<file path="config.mk">
export PLATFORM = sky130hd
export DESIGN_NAME = silly_vector_sequencer
export DESIGN_NICKNAME = d
export VERILOG_FILES = /design/src/rtl/silly_vector_sequencer.sv
export SDC_FILE = /design/constraint.sdc
export NUM_CORES = 1
export LEC_CHECK = 0
export BUFFER_PORTS_ARGS = -buffer_cell sky130_fd_sc_hd__buf_2
export CAP_MARGIN = 20
export CORE_ASPECT_RATIO = 0.7
export CORE_MARGIN = 1.5
export CORE_UTILIZATION = 40
export CTS_CLUSTER_SIZE = 12
export DETAILED_ROUTE_END_ITERATION = 8
export REMOVE_ABC_BUFFERS = 1
export SLEW_MARGIN = 40
export SYNTH_ARGS = -nofsm -noshare
export SYNTH_HDL_FRONTEND = slang
export SYNTH_SLANG_ARGS = --single-unit
export TNS_END_PERCENT = 5
</file>
<file path="constraint.sdc">
create_clock -name clk -period 1.85 [get_ports clk]
set_input_delay 0.0925 -clock clk [delete_from_list [all_inputs] [get_ports clk]]
set_output_delay 0.0925 -clock clk [all_outputs]
set_load 0.1 [all_outputs]
</file>
<file path="src/rtl/silly_vector_sequencer.sv">
// silly_vector_sequencer
//   On-chip self-test controller for the 3-input sillyfunction datapath.
//   On start it walks all 8 {a,b,c} vectors. Each vector is held for
//   SETTLE_CYCLES cycles, then y is checked against EXP_TT. The block
//   reports pass/fail, a saturating error count and the first failing vector.
//
//   state | meaning
//   IDLE  | outputs parked at 0, waiting for start
//   WAIT  | driving vector idx, settle down-counter running
//   CHECK | driving vector idx, y compared against EXP_TT[idx]
//   DONE  | one-cycle done pulse, pass is valid
//
// Ports
//   clk, reset        clock; synchronous active-high reset
//   start             run request, accepted only in IDLE
//   a, b, c           stimulus to the sillyfunction ({a,b,c} = idx)
//   y                 sillyfunction output under check
//   busy, done        run in progress / end-of-run pulse
//   pass              last run had no mismatches
//   err_count         saturating mismatch count of the last run
//   fail_valid        fail_vec holds the first failing vector
//   fail_vec          index of the first failing vector
//
// Configuration macro: SILLY_STOP_ON_FAIL_EN
//   When defined, the first mismatch ends the run and skips the remaining
//   vectors. When undefined, all 8 vectors are always run.

module silly_vector_sequencer #(
  parameter logic [7:0] EXP_TT        = 8'h31,
  parameter int         SETTLE_CYCLES = 1,
  parameter int         ERRW          = 4
) (
  input  logic            clk,
  input  logic            reset,
  input  logic            start,
  output logic            a,
  output logic            b,
  output logic            c,
  input  logic            y,
  output logic            busy,
  output logic            done,
  output logic            pass,
  output logic [ERRW-1:0] err_count,
  output logic            fail_valid,
  output logic [2:0]      fail_vec
);

  typedef enum logic [1:0] {
    S_IDLE,
    S_WAIT,
    S_CHECK,
    S_DONE
  } state_t;

  // Settle counter counts down from SETTLE_CYCLES-1; terminal count 0
  // means the vector has been held for the full settle time.
  localparam logic [3:0]      SETTLE_LOAD = 4'(SETTLE_CYCLES - 1);
  localparam logic [ERRW-1:0] ERR_MAX     = '1;

  state_t          state_q, state_d;
  logic [2:0]      idx_q, idx_d;
  logic [3:0]      settle_q, settle_d;
  logic            pass_q, pass_d;
  logic [ERRW-1:0] err_count_q, err_count_d;
  logic            fail_valid_q, fail_valid_d;
  logic [2:0]      fail_vec_q, fail_vec_d;
  logic            mismatch;
  logic            end_run;

  always_comb begin
    state_d      = state_q;
    idx_d        = idx_q;
    settle_d     = settle_q;
    pass_d       = pass_q;
    err_count_d  = err_count_q;
    fail_valid_d = fail_valid_q;
    fail_vec_d   = fail_vec_q;
    mismatch     = 1'b0;
    end_run      = 1'b0;

    case (state_q)
      S_IDLE: begin
        if (start) begin
          err_count_d  = '0;
          pass_d       = 1'b0;
          fail_valid_d = 1'b0;
          fail_vec_d   = 3'd0;
          idx_d        = 3'd0;
          settle_d     = SETTLE_LOAD;
          state_d      = S_WAIT;
        end
      end

      S_WAIT: begin
        if (settle_q == 4'd0) begin
          state_d = S_CHECK;
        end else begin
          settle_d = settle_q - 4'd1;
        end
      end

      S_CHECK: begin
        // Case inequality so an x or z on y is flagged as a mismatch.
        mismatch = (y !== EXP_TT[idx_q]);
        if (mismatch) begin
          if (err_count_q != ERR_MAX) begin
            err_count_d = err_count_q + ERRW'(1);
          end
          if (!fail_valid_q) begin
            fail_valid_d = 1'b1;
            fail_vec_d   = idx_q;
          end
        end
`ifdef SILLY_STOP_ON_FAIL_EN
        end_run = mismatch || (idx_q == 3'd7);
`else
        end_run = (idx_q == 3'd7);
`endif
        if (end_run) begin
          // Use the updated count so pass is already valid during DONE.
          pass_d  = (err_count_d == '0);
          state_d = S_DONE;
        end else begin
          idx_d    = idx_q + 3'd1;
          settle_d = SETTLE_LOAD;
          state_d  = S_WAIT;
        end
      end

      S_DONE: begin
        state_d = S_IDLE;
      end

      default: begin
        state_d = S_IDLE;
      end
    endcase
  end

  always_ff @(posedge clk) begin
    if (reset) begin
      state_q      <= S_IDLE;
      idx_q        <= 3'd0;
      settle_q     <= 4'd0;
      pass_q       <= 1'b0;
      err_count_q  <= '0;
      fail_valid_q <= 1'b0;
      fail_vec_q   <= 3'd0;
    end else begin
      state_q      <= state_d;
      idx_q        <= idx_d;
      settle_q     <= settle_d;
      pass_q       <= pass_d;
      err_count_q  <= err_count_d;
      fail_valid_q <= fail_valid_d;
      fail_vec_q   <= fail_vec_d;
    end
  end

  assign busy       = (state_q == S_WAIT) || (state_q == S_CHECK);
  assign done       = (state_q == S_DONE);
  assign {a, b, c}  = busy ? idx_q : 3'd0;
  assign pass       = pass_q;
  assign err_count  = err_count_q;
  assign fail_valid = fail_valid_q;
  assign fail_vec   = fail_vec_q;

endmodule
</file>
# Word-level counts from Yosys, hierarchy flattened
# Memory sizes are Yosys's and may differ from the RTL's. A register that Yosys moved wholly into a read port is not among the register bits.
# Index checks and enable logic that the tools add are counted.
[classes] addsub=3 magnitude_cmp=1 eq_ne=13 mux=27 reduce_logical=13
[ops] op="$mux 4" n=6
[ops] op="$mux 3" n=7
[ops] op="$ne 2x2->1 const B" n=7
[ops] op="$pmux 3 s2" n=2
[ops] op="$pmux 4 s3" n=1
[ops] op="$reduce_and 3->1" n=3
[ops] op="$logic_not 4->1" n=2
[ops] op="$pmux 2 s4" n=1
[ops] op="$pmux 4 s2" n=1
[ops] op="$reduce_and 4->1" n=2
[ops] op="$mux 2" n=3
[ops] op="$add 4x1->4 const B" n=1
[ops] op="$eq 2x2->1 const B" n=2
[ops] op="$lt 3x4->1 const B" n=1
[ops] op="$mux 1" n=4
[ops] op="$ne 4x4->1 const B" n=1
[ops] op="$pmux 1 s2" n=2
[ops] op="$reduce_and 2->1" n=2
[ops] op="$sub 4x1->4 const B" n=1
[ops] op="$add 3x1->3 const B" n=1
[ops] op="$eq 3x3->1 const B" n=1
[ops] op="$reduce_bool 3->1" n=1
[ops] op="$eq 2x1->1 const B" n=1
[ops] op="$logic_not 2->1" n=1
[ops] op="3 further kinds" n=3
[totals] regBits=18 mem_bits_ro=8 inputBits=4 wordCells=65 memories=1
[memory_table] name="(no name shown)" words=8 width=1 rd=1 rd_ports_with_merged_regs=1 wr=0 line_no="104" rtl="mismatch = (y !== EXP_TT[idx_q]);"

# Depth between registers and ports, before layout
# Gate-level depths: netlist of the first run.
[logic_depth] word_depth=8 ltp_mapped=7 mapped_depth_nobuf=6

# Worst setup path after synthesis of the first run
# OpenSTA, ideal clock, no wires.
[synth_timing] kind="flip-flop to output port" start="register state_q[0]" end="output a" arrival_ps=2239 path_slack_ps=-482 stages_incl_launch_ff=4 n_path_buf=0 cell_sequence="dfxtp_1 inv_1 ha_1 and2_1"
[synth_via] elab_chain_len=3 elab_cells_between_ends=4
[synth_lines] element="start: declaration" line_no="60" rtl="state_t state_q, state_d;"
[synth_lines] element="start signal: assignment" line_no="150" rtl="state_q <= state_d;"
[synth_lines] element="$eq 2x1->1 / $eq 2x2->1 (equally long branches)" line_no="160" rtl="assign busy = (state_q == S_WAIT) || (state_q == S_CHECK);"
[synth_lines] element="$logic_or 1x1->1 *" line_no="160"
[synth_lines] element="via busy" line_no="40" rtl="output logic busy,"
[synth_lines] element="$mux 3 *" line_no="162" rtl="assign {a, b, c} = busy ? idx_q : 3'd0;"
[synth_lines] element="end: declaration" line_no="36" rtl="output logic a,"
# Mark *: on every way through the listed nets, which the timed path passes. The rest lies on a longest branch.

==> out/qor.txt, run 1 <==
Clk Latency, worst-skew pair: 0.26 ns
Flop pwr share: 41.2%
Internal power: 0.674 mW
Synth area leaders: dfxtp_1 (33%), ha_1 (13%), nor2_1 (3.6%), a21oi_1 (3.5%), nand2b_1 (2.7%)
EDFF count, synth: 0
Routability Congestion: 0.843
Minimum clock period: 1.74 ns
Nets@finish: 168
Worst Setup Start Kind: flip-flop
Clk root buf: clkbuf_8
Global Route Usage Sum: 17.8%
Fin. max-slew vios: 0
Design Power: 1.05 mW
Final ANT Viol Nets: 0
Switching Fraction: 35.8%
Post-synth top area cell: dfxtp_1
Outcome: finished, final reports clean
Drt initial violations: 53
Most common cell after layout, fill and taps aside: dfxtp_1
HPWL after detailed placement: 1890 um
Final std cells w/o fill: 185
Worst Path Class, Setup: flip-flop to flip-flop
Initial antenna violation count: 0
Worst path slowest cell: mux2_2
Rows: 15
WHS: 0.218 ns
WL final: 2540 um
Syn-to-layout area delta: 19.1%
Post-synth cell types: 42
Synthesis-stage register bit count: 19
Worst path cell trace: inv_1, ha_2, mux2_2, a21bo_2, a21oi_2, a2bb2oi_1
Share of layout cells above drive strength 1: 23.2%
Sequential-to-total area share from yosys stat: 33.4%
CP Capture Type: flip-flop
PortBufs: 17
CORE AREA: 0.00257 sq mm
CP Data Required Time: 1.99 ns
I/O pin cnt: 18
Leakage: 0.586 nW
Die area: 0.00318 sq mm
Largest net degree at the start of global routing: 20
Most used DFF post-synth: dfxtp_1
Setup WS post-layout: 0.107 ns
Syn Inst Count: 128
Gate power share: 30.8%
Min-delay worst type: input pin to flip-flop
Slowest stage delay, CP: 0.42 ns
Share of synthesized flip-flops with an asynchronous set or reset: 0%
Vias per inst: 5.51
Dpl cells: 181
Total global routing overflow: 0
Setup TNS Final: 0 ns
DRC viols: 0
Most frequent cells in the layout: dfxtp_1 (18), buf_2 (17), nor2_1 (11), ha_1 (11), inv_1 (8)
Reg-to-reg setup timing slack: 0.11 ns
Dpl ws: 0.0311 ns
VDD IR max: 0.501 mV
Max cap viols: 0
Clock Sink Count: 19
FMAX: 574 MHz
Post-synthesis cell area: 0.00114 sq mm
Net Switching: 0.376 mW
Reg clk slew, reported paths: 0.07 ns
H-Tree Depth: 1
Worst-margin pin slew: 0.478 ns
Crit path DAT: 1.89 ns
Relative slew slack: 68.0%
Syn_area_per_cell: 8.90 sq um
Yosys top cell area share: 33.4%
RSZ-0062 raised after global routing: no
Num CTS Buffers: 3
Setup-failing EPs final: 0
DRT Pass-1 Iters: 5
CTS Buffer Depth: 2
Global-route wire length before repair: 4140 um
Starting Density: 44.3%
Final critical-path share of the clock period: 94.2%
# diodes: 0
Power Density: 774 mW/mm^2
Peak fanout along the critical path: 6
Postcts setup bufs: 0
Worst Clk Skew: 0.00266 ns
Die height: 47.6 um
TritonCTS clock tree: done
Fill cells: 241
Clock share of power: 28.1%
Die X: 66.8 um
Vias in the first global route: 893
Yosys warns: 0
Wire per inst: 13.7 um
Total number of vias: 1,020
Hold Vio Cnt, Final: 0
==> critical path, delay by kind of cell (launching register included) <==
kind / cells / cell delay, ns
AOI/OAI and AO/OA: 3 / 0.45
adders and majority gates: 1 / 0.27
buffers and inverters: 1 / 0.14
DFF: 1 / 0.35
muxes: 1 / 0.42
==> path summary, 6_finish.rpt <==
path              cells past startpoint          end   startpoint
setup / recovery                      6    flip-flop   state_q[1]
hold reg to reg                       1  fail_vec[0]  fail_vec[0]
setup reg to reg                      6    flip-flop   state_q[1]
hold / removal                        2  settle_q[0]        reset
==> power groups by stage <==
stage	combinational, mW	clock, mW	sequential [mW]
final	0.323	0.295	0.432
after global routing	0.348	0.322	0.434
after CTS	0.308	0.301	0.431
after detailed placement	0.307	0	0.441
after global placement	0.305	0	0.440
after floorplan	0.214	0	0.465
==> cell families (layout without fill, tap and decap cells) <==
group,count (synthesis),count (layout),share of synthesized area (%)
AO/OA/AOI/OAI,34,34,20.4
XOR/XNOR,1,1,1.43
adder cells (fa/ha/maj),12,12,13.2
buffers and inverters,12,35,4.07
flip-flops,19,19,33.4
multiplexers,6,6,5.82
AND/OR/NAND/NOR,44,44,21.7
==> per-layer routing <==
layer  track usage (%)  up-vias  wire length, um
met4              7.76        0               27
li1                  -      518                -
met1              25.0      474             1360
met3              4.94        2               99
met2              25.8       26             1060
met5                 0        -                0
==> stage by stage <==
step                      utilization, %  cell area [sq um]
after floorplan                        -               1120
after CTS                           52.1               1340
after global routing                52.7               1360
after detailed placement            50.4               1290
final                               52.7               1360
after global placement              50.4               1290
==> synthesized netlist by cell type, types with 2 or more instances <==
| library cell | number |
|---|---|
| a211oi_1 | 2 |
| a21oi_1 | 8 |
| a22o_1 | 3 |
| a22oi_1 | 4 |
| a31oi_1 | 2 |
| and2_1 | 3 |
| clkbuf_1 | 2 |
| dfxtp_1 | 19 |
| ha_1 | 12 |
| inv_1 | 8 |
| mux2_2 | 2 |
| mux2i_1 | 3 |
| nand2_1 | 7 |
| nand2b_1 | 5 |
| nand3_1 | 3 |
| nand3b_1 | 3 |
| nor2_1 | 11 |
| nor3_1 | 2 |
| o211ai_1 | 2 |
| o21ai_0 | 4 |
| o31ai_1 | 2 |
==> sequential cells by signal, summed over array words and instances, names as in the netlist, named ones only <==
signal      count
fail_vec        3
settle_q        4
fail_valid      1
err_count       4
idx_q           3
pass            1
state_q         2
==> cell type report <==
type	count	area, sq um	area share, %
multi-input combinational	97	727	53.6
sequential	19	382	28.1
timing repair buffer	23	130	9.59
clock buffer	4	45.0	3.32
tap	34	42.5	3.14
inverter	8	30.0	2.21
==> what timing repair did <==
action                     in CTS  in global routing
gates resized for setup         0                  4
setup endpoints to repair       0                 12
hold buffers                    0                  0
No activity file was read; power rests on OpenSTA's default activity.
==> run 2, diff against run 1 <==
--- a/config.mk
+++ b/config.mk
@@ -12,6 +12,7 @@
 export CORE_UTILIZATION = 40
 export CTS_CLUSTER_SIZE = 12
 export DETAILED_ROUTE_END_ITERATION = 8
+export RECOVER_POWER = 100
 export REMOVE_ABC_BUFFERS = 1
 export SLEW_MARGIN = 40
 export SYNTH_ARGS = -nofsm -noshare
==> out/qor.txt, run 2 (synthesized netlist as in run 1, its figures left out) <==
Outcome: finished, final reports clean
Global-route wire length before repair: 4140 um (unchanged)
Most frequent cells in the layout: dfxtp_1 (18), nor2_1 (11), ha_1 (11)
Dpl ws: 0.0311 ns (unchanged)
Worst-margin pin slew: 1.16 ns (+0.682 ns)
Power Density: 774 mW/mm^2 (about the same)
Total global routing overflow: 0 (unchanged)
Final ANT Viol Nets: 0 (unchanged)
Num CTS Buffers: 3 (unchanged)
HPWL after detailed placement: 1890 um (unchanged)
Area after DPL: 0.00129 sq mm (unchanged)
VDD IR max: 0.502 mV (+0.16%)
Nets@finish: 168 (unchanged)
H-Tree Depth: 1 (unchanged)
Worst Path Class, Setup: flip-flop to flip-flop
Clk root buf: clkbuf_8
Syn-to-layout area delta: 17.9%
Rows: 15 (unchanged)
Dpl cells: 181 (unchanged)
Total number of vias: 1,011 (-0.88%)
Most common cell after layout, fill and taps aside: dfxtp_1
Max cap viols: 0 (unchanged)
WHS: 0.217 ns (-0.000997 ns)
Initial antenna violation count: 0 (unchanged)
Postcts setup bufs: 0 (unchanged)
Cts hold-fix bufs: 0 (unchanged)
# diodes: 0 (unchanged)
Peak fanout along the critical path: 10 (+4)
Share of layout cells above drive strength 1: 20.5% (-2.6 points)
Relative slew slack: 23.0% (-45 points)
Final critical-path share of the clock period: 95.3% (+1.1 points)
WL final: 2540 um (about the same)
Reg-to-reg setup timing slack: 0.09 ns (-0.02 ns)
Worst setup path endpoint: fail_vec[2]
Die height: 47.6 um (unchanged)
R2R cell count: 5 (-1)
CTS Buffer Depth: 2 (unchanged)
Routability Congestion: 0.843 (unchanged)
PortBufs: 17 (unchanged)
CP Capture Type: flip-flop
RR Startpoint: state_q[1]
Final core utilization: 52.2% (-0.54 points)
DRC viols: 0 (unchanged)
Drt initial violations: 40 (-25%)
Wire per inst: 13.7 um (about the same)
Min-delay worst type: input pin to flip-flop
Clock Sink Count: 19 (unchanged)
Setup TNS Final: 0 ns (unchanged)
CP Data Required Time: 2.00 ns (about the same)
Die X: 66.8 um (unchanged)
Leakage: 0.559 nW (-4.4%)
DRT Pass-1 Iters: 4 (-1)
I/O pin cnt: 18 (unchanged)
Hold Crit Start: reset
Finished Cell Area: 0.00134 sq mm (-1.0%)
CP startpoint: state_q[1]
Crit path DAT: 1.91 ns (+0.02 ns)
Hold Vio Cnt, Final: 0 (unchanged)
Setup-failing EPs final: 0 (unchanged)
Reg clk slew, reported paths: 0.07 ns (about the same)
Minimum clock period: 1.76 ns (+0.0203 ns)
Final std cells w/o fill: 185 (unchanged)
RR Endpoint: fail_vec[2]
Vias per inst: 5.46 (-0.88%)
CORE AREA: 0.00257 sq mm (unchanged)
Fin. max-slew vios: 0 (unchanged)
RSZ-0062 raised after global routing: no
Design Power: 1.04 mW (-0.95%)
Setup WS post-layout: 0.0866 ns (-0.0203 ns)
Clk Latency, worst-skew pair: 0.26 ns (about the same)
Vias in the first global route: 893 (unchanged)
Worst Setup Start Kind: flip-flop
Starting Density: 44.3% (unchanged)
Die area: 0.00318 sq mm (unchanged)
Largest net degree at the start of global routing: 20 (unchanged)
FMAX: 567 MHz (-1.1%)
Worst Clk Skew: 0.00214 ns (-0.000520 ns)
TritonCTS clock tree: done
Global Route Usage Sum: 17.8% (unchanged)
## run 2: final cells by class
class | count | area (sq um)
Clock buffer | 4 | 45.0
Sequential cell | 19 | 382
Tap cell | 34 | 42.5
Multi-Input combinational cell | 97 | 718
Timing Repair Buffer | 23 | 125
Fill cell | 243 | 1230
Inverter | 8 | 30.0
## run 2: worst min path at each step
stage	end	depth (start not counted)	slack [ns]
6_report	settle_q[0]	2	0.22
5_1_grt	settle_q[0]	2	0.23
4_1_cts	settle_q[0]	2	0.20
3_5_place_dp	fail_vec[0]	1	0.46
3_3_place_gp	fail_vec[2]	1	0.45
2_1_floorplan	settle_q[2]	1	0.16
## run 2: where the power goes
| group | internal, mW | switching (mW) |
|---|---|---|
| sequential | 0.422 | 0.0107 |
| clock | 0.153 | 0.141 |
| combinational | 0.0934 | 0.220 |
| total | 0.668 | 0.371 |
## run 2: worst max-delay path, cell delays in order (launching register included)
cell and delay (ns):
dfxtp_2 0.35, inv_1 0.14, ha_2 0.25, mux2i_2 0.51, nor4_2 0.14, a22o_1 0.26
## run 2: repair_timing
action | in CTS | in global routing
endpoints found under the hold margin | 0 | 0
resized for setup | 0 | 4
setup endpoints to repair | 0 | 12
## run 2: metal layers
layer	GRT usage, %	wire, um	vias up
met5	0	0	-
met4	7.76	27	0
met3	4.94	131	2
met2	25.8	1010	27
met1	25.0	1370	463
li1	-	-	519
